--- config.mk ---
export PLATFORM = sky130hd
export DESIGN_NAME = score_bcd_accumulator
export DESIGN_NICKNAME = d
export VERILOG_FILES = /design/src/rtl/score_bcd_accumulator.sv
export SDC_FILE = /design/constraint.sdc
export NUM_CORES = 1
export LEC_CHECK = 0
export CAP_MARGIN = 15
export CORE_MARGIN = 2
export CORE_UTILIZATION = 50
export CTS_CLUSTER_SIZE = 28
export DETAILED_ROUTE_END_ITERATION = 8
export DONT_BUFFER_PORTS = 1
export PLACE_DENSITY_LB_ADDON = 0.25
export SLEW_MARGIN = 5
export SYNTH_ARGS = -nofsm -noshare
export SYNTH_HDL_FRONTEND = slang
export SYNTH_SLANG_ARGS = --single-unit
export TNS_END_PERCENT = 10
--- constraint.sdc ---
create_clock -name i_clk -period 3.26 [get_ports i_clk]
set_input_delay 0.652 -clock i_clk [delete_from_list [all_inputs] [get_ports i_clk]]
set_output_delay 0.652 -clock i_clk [all_outputs]
set_load 0.02 [all_outputs]
--- src/rtl/score_bcd_accumulator.sv ---
// score_bcd_accumulator
//
// Turns per-note hit/miss pulses into a 4-digit packed-BCD score for the
// seven-segment display stage. Points owed are collected in a small binary
// pending register and folded into the BCD score one digit per cycle. The
// displayed score is only written at COMMIT, so the display scan never sees
// a partially updated value.
//
// Build option:
//   SCORE_COMBO_EN  defined   -> streak counter and combo multiplier built
//                   undefined -> o_mult tied to 1, every hit adds 1,
//                                i_miss ignored, MAX_MULT/COMBO_STEP unused
//
// Parameters:
//   MAX_MULT    multiplier ceiling (1..9)
//   COMBO_STEP  consecutive hits per multiplier step (2..255)
//
// Ports:
//   i_clk     system clock
//   i_rst_n   asynchronous active-low reset
//   i_clr     synchronous clear of score, combo and pending points
//   i_hit     one-cycle pulse, note judged hit
//   i_miss    one-cycle pulse, note judged missed
//   o_digits  packed BCD score, [15:12] thousands .. [3:0] units
//   o_mult    current multiplier
//   o_busy    high whenever the FSM is not in IDLE
//   o_sat     sticky, set when the score saturates at 9999
//
// state  | meaning
// IDLE   | waiting for pending points; starts a pass when any are owed
// ADD    | one BCD digit per cycle, units first, ripple carry in r_carry
// COMMIT | publish the working score, or clamp to 9999 on final carry

module score_bcd_accumulator #(
    parameter int MAX_MULT   = 4,
    parameter int COMBO_STEP = 10
) (
    input  logic        i_clk,
    input  logic        i_rst_n,
    input  logic        i_clr,
    input  logic        i_hit,
    input  logic        i_miss,
    output logic [15:0] o_digits,
    output logic [3:0]  o_mult,
    output logic        o_busy,
    output logic        o_sat
);

    localparam logic [1:0] S_IDLE   = 2'd0;
    localparam logic [1:0] S_ADD    = 2'd1;
    localparam logic [1:0] S_COMMIT = 2'd2;

    logic [1:0]  r_state;
    logic [1:0]  r_idx;
    logic [3:0]  r_addend;
    logic        r_carry;
    logic [15:0] r_digits;
    logic [15:0] r_work;
    logic [5:0]  r_pend;
    logic        r_sat;

    logic        w_hit_eff;
    logic [3:0]  w_mult;

`ifdef SCORE_COMBO_EN
    localparam logic [7:0] STREAK_LAST = 8'(COMBO_STEP - 1);
    localparam logic [3:0] MULT_CEIL   = 4'(MAX_MULT);

    logic [7:0] r_streak;
    logic [3:0] r_mult;

    // A simultaneous hit and miss counts as a miss only.
    assign w_hit_eff = i_hit & ~i_miss;
    assign w_mult    = r_mult;

    always_ff @(posedge i_clk or negedge i_rst_n) begin
        if (!i_rst_n) begin
            r_streak <= 8'd0;
            r_mult   <= 4'd1;
        end else if (i_clr || i_miss) begin
            r_streak <= 8'd0;
            r_mult   <= 4'd1;
        end else if (i_hit) begin
            if (r_streak == STREAK_LAST) begin
                r_streak <= 8'd0;
                if (r_mult < MULT_CEIL)
                    r_mult <= r_mult + 4'd1;
            end else begin
                r_streak <= r_streak + 8'd1;
            end
        end
    end
`else
    localparam int unused_cfg = MAX_MULT + COMBO_STEP;

    logic w_unused_miss;

    assign w_unused_miss = i_miss;
    assign w_hit_eff     = i_hit;
    assign w_mult        = 4'd1;
`endif

    // Pending points: subtract what IDLE hands to a new pass, add this
    // cycle's hit (using the multiplier before the hit's own update),
    // then clamp at 63.
    logic       w_start;
    logic [3:0] w_take_amt;
    logic [6:0] w_pend_sum;
    logic [5:0] w_pend_nxt;

    assign w_start    = (r_state == S_IDLE) && (r_pend != 6'd0);
    assign w_take_amt = (r_pend > 6'd9) ? 4'd9 : r_pend[3:0];
    assign w_pend_sum = {1'b0, r_pend}
                      - (w_start ? {3'b000, w_take_amt} : 7'd0)
                      + ((w_hit_eff && !r_sat) ? {3'b000, w_mult} : 7'd0);
    assign w_pend_nxt = (w_pend_sum > 7'd63) ? 6'd63 : w_pend_sum[5:0];

    // Single-digit BCD adder, reused for all four digits.
    logic [3:0] w_digit_in;
    logic [4:0] w_dsum;
    logic       w_dcarry;
    logic [3:0] w_dres;

    assign w_digit_in = r_digits[{r_idx, 2'b00} +: 4];
    assign w_dsum     = {1'b0, w_digit_in}
                      + ((r_idx == 2'd0) ? {1'b0, r_addend} : 5'd0)
                      + {4'b0000, r_carry};
    assign w_dcarry   = (w_dsum > 5'd9);
    assign w_dres     = w_dcarry ? 4'(w_dsum - 5'd10) : w_dsum[3:0];

    always_ff @(posedge i_clk or negedge i_rst_n) begin
        if (!i_rst_n) begin
            r_state  <= S_IDLE;
            r_idx    <= 2'd0;
            r_addend <= 4'd0;
            r_carry  <= 1'b0;
            r_digits <= 16'h0000;
            r_work   <= 16'h0000;
            r_pend   <= 6'd0;
            r_sat    <= 1'b0;
        end else if (i_clr) begin
            r_state  <= S_IDLE;
            r_idx    <= 2'd0;
            r_addend <= 4'd0;
            r_carry  <= 1'b0;
            r_digits <= 16'h0000;
            r_work   <= 16'h0000;
            r_pend   <= 6'd0;
            r_sat    <= 1'b0;
        end else begin
            r_pend <= w_pend_nxt;
            case (r_state)
                S_IDLE: begin
                    if (w_start) begin
                        r_addend <= w_take_amt;
                        r_carry  <= 1'b0;
                        r_idx    <= 2'd0;
                        r_state  <= S_ADD;
                    end
                end
                S_ADD: begin
                    r_work[{r_idx, 2'b00} +: 4] <= w_dres;
                    r_carry <= w_dcarry;
                    r_idx   <= r_idx + 2'd1;
                    if (r_idx == 2'd3)
                        r_state <= S_COMMIT;
                end
                S_COMMIT: begin
                    // Carry out of the thousands digit means the score
                    // passed 9999; clamp and drop anything still owed.
                    if (r_carry) begin
                        r_digits <= 16'h9999;
                        r_sat    <= 1'b1;
                        r_pend   <= 6'd0;
                    end else begin
                        r_digits <= r_work;
                    end
                    r_state <= S_IDLE;
                end
                default: r_state <= S_IDLE;
            endcase
        end
    end

    assign o_digits = r_digits;
    assign o_mult   = w_mult;
    assign o_busy   = (r_state != S_IDLE);
    assign o_sat    = r_sat;

endmodule

==> flow_metrics.py, run 1 <==
metrics = {
    "min_path": {
        "hold_class": "in2async",
    },
    "global_routing": {
        "grt_pass1_wl_mm": 10.7,
        "overflow": 0,
        "track_usage_pct": 22.6,
        "grt_pass1_vias": 2121,
        "antenna_found_initial": 0,
        "grt_max_degree": 49,
    },
    "run_status": {
        "status": "finished, final reports clean",
    },
    "sta": {
        "finalClockSkew_ns": 0.00851,
        "slew_headroom_pct": 55.9,
        "tightest_slew_ns": 0.662,
        "finalCritPeriodShare_pct": 94.0,
        "drv_slew": 0,
        "period_needed_ns": 3.06,
        "setup_viol": 0,
        "fin_tns_setup_ns": 0,
        "max_freq_mhz": 326,
        "grt_setup_unrepaired": "false",
        "holdWs_ns": 0.0344,
        "hold_viol_final": 0,
    },
    "critical_path": {
        "r2r-start": "r_idx[0]$_DFFE_PN0P_",
        "crit_arrival_ns": 3.26,
        "cp_num_buf_inv": 1,
        "critical_path_required_ns": 3.46,
        "cp_top_family": "adder cells",
        "critPathSlowestCell": "dfrtp_1",
        "worst_setup_path_start_kind": "flip-flop",
        "end_kind": "flip-flop",
        "startpoint": "r_idx[0]$_DFFE_PN0P_",
        "worstRegToRegCells": 10,
        "crit_type": "reg2reg",
        "path_cells": "mux4_2 -> inv_1 -> fa_1 -> fa_2 -> xor2_2 -> ha_1 -> nand2_1 -> a41oi_2 -> o32ai_2 -> a22o_2",
        "path_max_fanout": 5,
        "critical_path_depth": 10,
        "cpPeakStageDelay_ns": 0.47,
    },
    "clock_tree": {
        "clockRootBuffer": "clkbuf_8",
        "clockBufferDepth": 2,
        "cts_num_sinks": 48,
        "clkTransAtPathRegs_ns": 0.09,
        "hold_buffers": 0,
        "cts_tree": "done",
        "clk_latency_ns": 0.30,
        "htree_levels": 2,
        "cts_made_buffers": 5,
    },
    "drt": {
        "via_count": 2125,
        "drc": 0,
        "firstDrtPassIters": 4,
        "drtIter0Drc": 127,
        "via_per_inst": 5.71,
        "finalWirelength_mm": 6.22,
        "routedWlPerCell_microns": 16.7,
        "ant_nets": 0,
    },
    "logic_synthesis": {
        "synth.distinct_cells": 44,
        "yosysSeqAreaShare_pct": 43.7,
        "avgSynthCellArea_sq_um": 9.48,
        "synth.most_common_cell": "dfrtp_1",
        "synth_area_leaders": "dfrtp_1 44%, ha_1 9.6%, a21oi_1 5.5%, nand2_1 4.2%, mux4_2 3.3%",
        "synth-async-reset-ratio_pct": 100,
        "ys_seq_elements": 48,
        "yosys-top-cells-count": "48 x dfrtp_1, 31 x nand2_1, 30 x a21oi_1",
        "synthCells": 290,
        "synth_ff_type": "dfrtp_1",
        "synth_top_cell_area_share_pct": 43.7,
        "synth_area_sq_um": 2750,
        "synth-edff-count": 0,
        "yosysWarnings": 0,
        "yosys.area.top_type": "dfrtp_1",
    },
    "floorplanning": {
        "num_io_pins": 27,
        "start_util_pct": 52.8,
        "design.core.area_sq_um": 5200,
        "die_h_microns": 78.1,
        "fp.dieW_microns": 78.1,
        "die-area_sq_um": 6110,
        "std_cell_rows": 26,
    },
    "placement": {
        "place.port_buffers": 0,
        "gp_congestion": 0.830,
        "dpl.hpwl_mm": 4.67,
    },
    "power_and_ir_drop": {
        "finalPower_uw": 2080,
        "ir_drop_uv": 621,
        "p_per_area_nw_per_um2": 682,
        "p_leak_uw": 0.00141,
    },
    "finish": {
        "drive_above_1_share_pct": 16.2,
        "nNetsFinal": 330,
        "fillers": 459,
        "antenna_cells": 0,
        "area_delta_synth_final_pct": 11.0,
    },
    "job": {
        "drv_cap": 0,
    },
}
-- power by group --
group / switching [uW] / leakage (uW) / internal, uW
Sequential: 53.8 / 0.000653 / 655
Combinational: 541 / 0.000711 / 465
Clock: 192 / 0.0000445 / 172
-- layout make-up --
class | count | area, sq um | area share [%]
timing repair buffer | 16 | 120 | 3.94
clock buffer | 7 | 86.3 | 2.83
sequential | 48 | 1200 | 39.4
inverter | 22 | 82.6 | 2.71
multi-input combinational | 208 | 1470 | 48.0
tap | 70 | 87.6 | 2.87
clock inverter | 1 | 7.51 | 0.246
-- repair_timing --
item                                    CTS  global route
gates cloned                              0             0
pin swaps                                 0             5
setup buffers                             0             2
gates resized for setup                   3            10
endpoints found under the setup margin   10            14
-- registers in the layout (all words and copies together) (netlist names) --
register	cells
r_pend	6
r_carry	1
r_state	2
o_sat	1
r_addend	4
o_digits	16
r_idx	2
r_work	16
-- metrics by stage --
stage               utilization (%)  cells  setup slack [ns]  cell area [sq um]
CTS                            57.5    370            0.0706               3000
floorplan                         -    292             0.119               2760
detailed placement             55.4    362           -0.0414               2880
global placement               55.4    362            0.0350               2880
finish                         58.6    372             0.197               3050
global route                   58.6    372            0.0108               3050
-- kinds of logic (layout without fill, tap and decap cells) --
family	count (synthesis)	in the layout	share of synthesized area, %
simple gates	104	104	18.3
other cells	2	4	0.273
mux	5	5	3.64
buf+inv	36	46	5.46
xor+xnor	7	7	2.23
flops	48	48	43.7
compound gates	64	64	14.6
fa+ha+maj	24	24	11.7
-- per-layer routing --
metal  GRT usage [%]  share of wire (%)  vias to the layer above
met5               0                  0                        -
met4            6.14                1.3                        0
met3            3.79                4.8                        6
met2            36.2                 48                       69
met1            32.1                 46                     1032
li1                -                  -                     1018
-- path summary, 6_finish.rpt --
path                                                 end  slack (ns)
worst max-delay path              r_work[10]$_DFFE_PN0P_        0.20
worst min-delay path             o_digits[6]$_DFFE_PN0P_        0.03
worst max register to register    r_work[10]$_DFFE_PN0P_        0.20
worst min register to register     r_work[5]$_DFFE_PN0P_        0.50
max in group asynchronous            r_pend[5]$_DFF_PN0_        3.12
min in group i_clk              o_digits[14]$_DFFE_PN0P_        0.41
-- cell usage in the layout (no fill, tap or decap), types with 3 or more instances in the layout --
| cell | synthesis | routed |
|---|---|---|
| a22o_2 | 5 | 5 |
| nand3b_1 | 3 | 3 |
| buf_4 | 4 | 16 |
| dfrtp_1 | 48 | 47 |
| nor3_1 | 16 | 16 |
| ha_1 | 21 | 20 |
| nand3_1 | 10 | 10 |
| nand2b_1 | 4 | 4 |
| o21ai_0 | 9 | 9 |
| and2_1 | 3 | 3 |
| nand4_1 | 6 | 6 |
| nor2_1 | 20 | 20 |
| mux4_2 | 4 | 4 |
| a21oi_2 | 0 | 3 |
| a21oi_1 | 30 | 27 |
| xnor2_1 | 4 | 3 |
| inv_1 | 21 | 21 |
| nor2b_1 | 4 | 4 |
| o21ai_1 | 4 | 4 |
| nand2_1 | 31 | 30 |
| clkbuf_8 | 0 | 6 |
| conb_1 | 2 | 4 |
Note: power is estimated with default switching activity, not from simulation.
==> run 2, diff against run 1 <==
==> constraint.sdc (replaced) <==
create_clock -name i_clk -period 2.7 [get_ports i_clk]
set_input_delay 0.54 -clock i_clk [delete_from_list [all_inputs] [get_ports i_clk]]
set_output_delay 0.54 -clock i_clk [all_outputs]
set_load 0.02 [all_outputs]
==> flow_metrics.py, run 2 (synthesized netlist as in run 1, its figures left out) <==
metrics = {
    "sta": {
        "tightest_slew_ns": 0.613,
        "grt_setup_unrepaired": "true",
        "drv_slew": 0,
        "hold_viol_final": 0,
        "slew_headroom_pct": 59.1,
        "holdWs_ns": 0.0602,
        "finalClockSkew_ns": 0.0104,
        "max_freq_mhz": 345,
        "setup_ws_ns": -0.199,
        "finalCritPeriodShare_pct": 107,
        "period_needed_ns": 2.90,
        "setup_viol": 13,
    },
    "global_routing": {
        "track_usage_pct": 24.4,
        "overflow": 0,
        "grt_pass1_vias": 2468,
        "antenna_found_initial": 0,
        "grt_pass1_wl_mm": 11.6,
        "grt_max_degree": 49,
    },
    "critical_path": {
        "path_max_fanout": 4,
        "worstRegToRegCells": 10,
        "crit_arrival_ns": 3.10,
        "crit_type": "reg2reg",
        "end_kind": "flip-flop",
        "worst_setup_path_start_kind": "flip-flop",
        "critical_path_required_ns": 2.90,
    },
    "finish": {
        "antenna_cells": 0,
        "stdcell_area_sq_um": 3540,
        "final_core_util_pct": 68.0,
        "area_delta_synth_final_pct": 28.7,
        "fillers": 404,
        "drive_above_1_share_pct": 32.1,
        "final_common_cell": "buf_4",
        "nNetsFinal": 380,
        "final_cell_mix": "64 x buf_4, 48 x dfrtp_1, 29 x nand2_1, 27 x a21oi_1, 20 x nor2_1",
    },
    "power_and_ir_drop": {
        "ir_drop_uv": 840,
        "pwr-share-comb_pct": 53.3,
        "p_clk_share_pct": 16.5,
        "internal_power_uw": 1760,
        "p_seq_share_pct": 30.3,
        "power.switching_uw": 1020,
        "p_per_area_nw_per_um2": 783,
        "p_leak_uw": 0.00168,
        "switching_share_pct": 36.6,
    },
    "floorplanning": {
        "die-area_sq_um": 6110,
        "num_io_pins": 27,
        "fp.dieW_microns": 78.1,
        "std_cell_rows": 26,
        "die_h_microns": 78.1,
        "start_util_pct": 52.8,
        "design.core.area_sq_um": 5200,
    },
    "drt": {
        "drc": 0,
        "via_count": 2340,
        "finalWirelength_mm": 6.80,
        "routedWlPerCell_microns": 16.1,
        "firstDrtPassIters": 4,
        "drtIter0Drc": 183,
        "ant_nets": 0,
        "via_per_inst": 5.55,
    },
    "job": {
        "drv_cap": 0,
    },
    "run_status": {
        "failed_checks": "negative setup slack",
        "status": "complete, but fails checks",
    },
    "clock_tree": {
        "clockBufferDepth": 2,
        "cts_tree": "done",
        "clkTransAtPathRegs_ns": 0.09,
        "cts_num_sinks": 48,
        "htree_levels": 2,
        "clk_latency_ns": 0.31,
        "cts_made_buffers": 5,
        "clockRootBuffer": "clkbuf_8",
    },
    "placement": {
        "place.port_buffers": 0,
        "dpl.hpwl_mm": 5.20,
        "place_area_sq_um": 3290,
        "gp_congestion": 0.852,
    },
    "min_path": {
        "hold_class": "in2async",
    },
}
## run 2: final cells by class
| cell class | instances | area [sq um] | share of cell area [%] |
|---|---|---|---|
| clock buffer | 6 | 82.6 | 2.33 |
| clock inverter | 2 | 13.8 | 0.389 |
| inverter | 22 | 85.1 | 2.40 |
| multi-input combinational | 208 | 1550 | 43.8 |
| sequential | 48 | 1200 | 33.9 |
| tap | 70 | 87.6 | 2.48 |
| timing repair buffer | 66 | 519 | 14.7 |
## run 2: path summary, 6_finish.rpt
path                                                 end  slack, ns             startpoint
worst max-delay path              r_work[14]$_DFFE_PN0P_      -0.20   r_idx[0]$_DFFE_PN0P_
worst min-delay path             o_digits[3]$_DFFE_PN0P_       0.06                i_rst_n
worst max register to register    r_work[14]$_DFFE_PN0P_      -0.20   r_idx[0]$_DFFE_PN0P_
worst min register to register     r_work[5]$_DFFE_PN0P_       0.50  r_work[5]$_DFFE_PN0P_
max in group asynchronous            r_pend[0]$_DFF_PN0_       2.40                i_rst_n
min in group i_clk              o_digits[14]$_DFFE_PN0P_       0.29                  i_clr
## run 2: per-layer routing
layer | global-route usage (%) | wire [microns] | up-vias
li1 | - | - | 1125
met1 | 30.4 | 2920 | 1127
met2 | 42.2 | 3390 | 77
met3 | 4.71 | 384 | 11
met4 | 8.95 | 97 | 0
met5 | 0 | 0 | -
## run 2: worst max-delay path: stages, from the launching register on
cell     delay (ns)
dfrtp_1        0.44
mux4_2         0.37
inv_2          0.05
fa_2           0.37
fa_2           0.39
xor2_2         0.21
ha_2           0.22
nand2_2        0.08
a41oi_4        0.26
o32ai_4        0.17
a22o_2         0.23
## run 2: stage by stage
| step | std cells | total power [uW] | setup TNS, ns | setup WS [ns] |
|---|---|---|---|---|
| 3_5_place_dp | 411 | 2180 | -5.21 | -0.350 |
| 5_1_grt | 422 | 3000 | -3.35 | -0.272 |
| 4_1_cts | 422 | 2770 | -1.67 | -0.231 |
| 3_3_place_gp | 411 | 2150 | -3.89 | -0.250 |
| 6_report | 422 | 2770 | -1.37 | -0.199 |
| 2_1_floorplan | 292 | 1700 | -1.58 | -0.122 |
## run 2: power by group through the flow
stage | registers (uW) | logic [uW] | clock network, uW
after floorplan | 843 | 854 | 0
after global placement | 846 | 1300 | 0
after detailed placement | 849 | 1330 | 0
after CTS | 838 | 1470 | 459
after global routing | 848 | 1660 | 489
final | 839 | 1480 | 456
## run 2: what timing repair did
action | in CTS | in global routing
resized for setup | 21 | 6
hold buffers | 1 | 0
endpoints found under the hold margin | 48 | 0
endpoints found under the setup margin | 19 | 19
cloned | 0 | 0
setup buffers | 2 | 0
pin swaps | 14 | 1
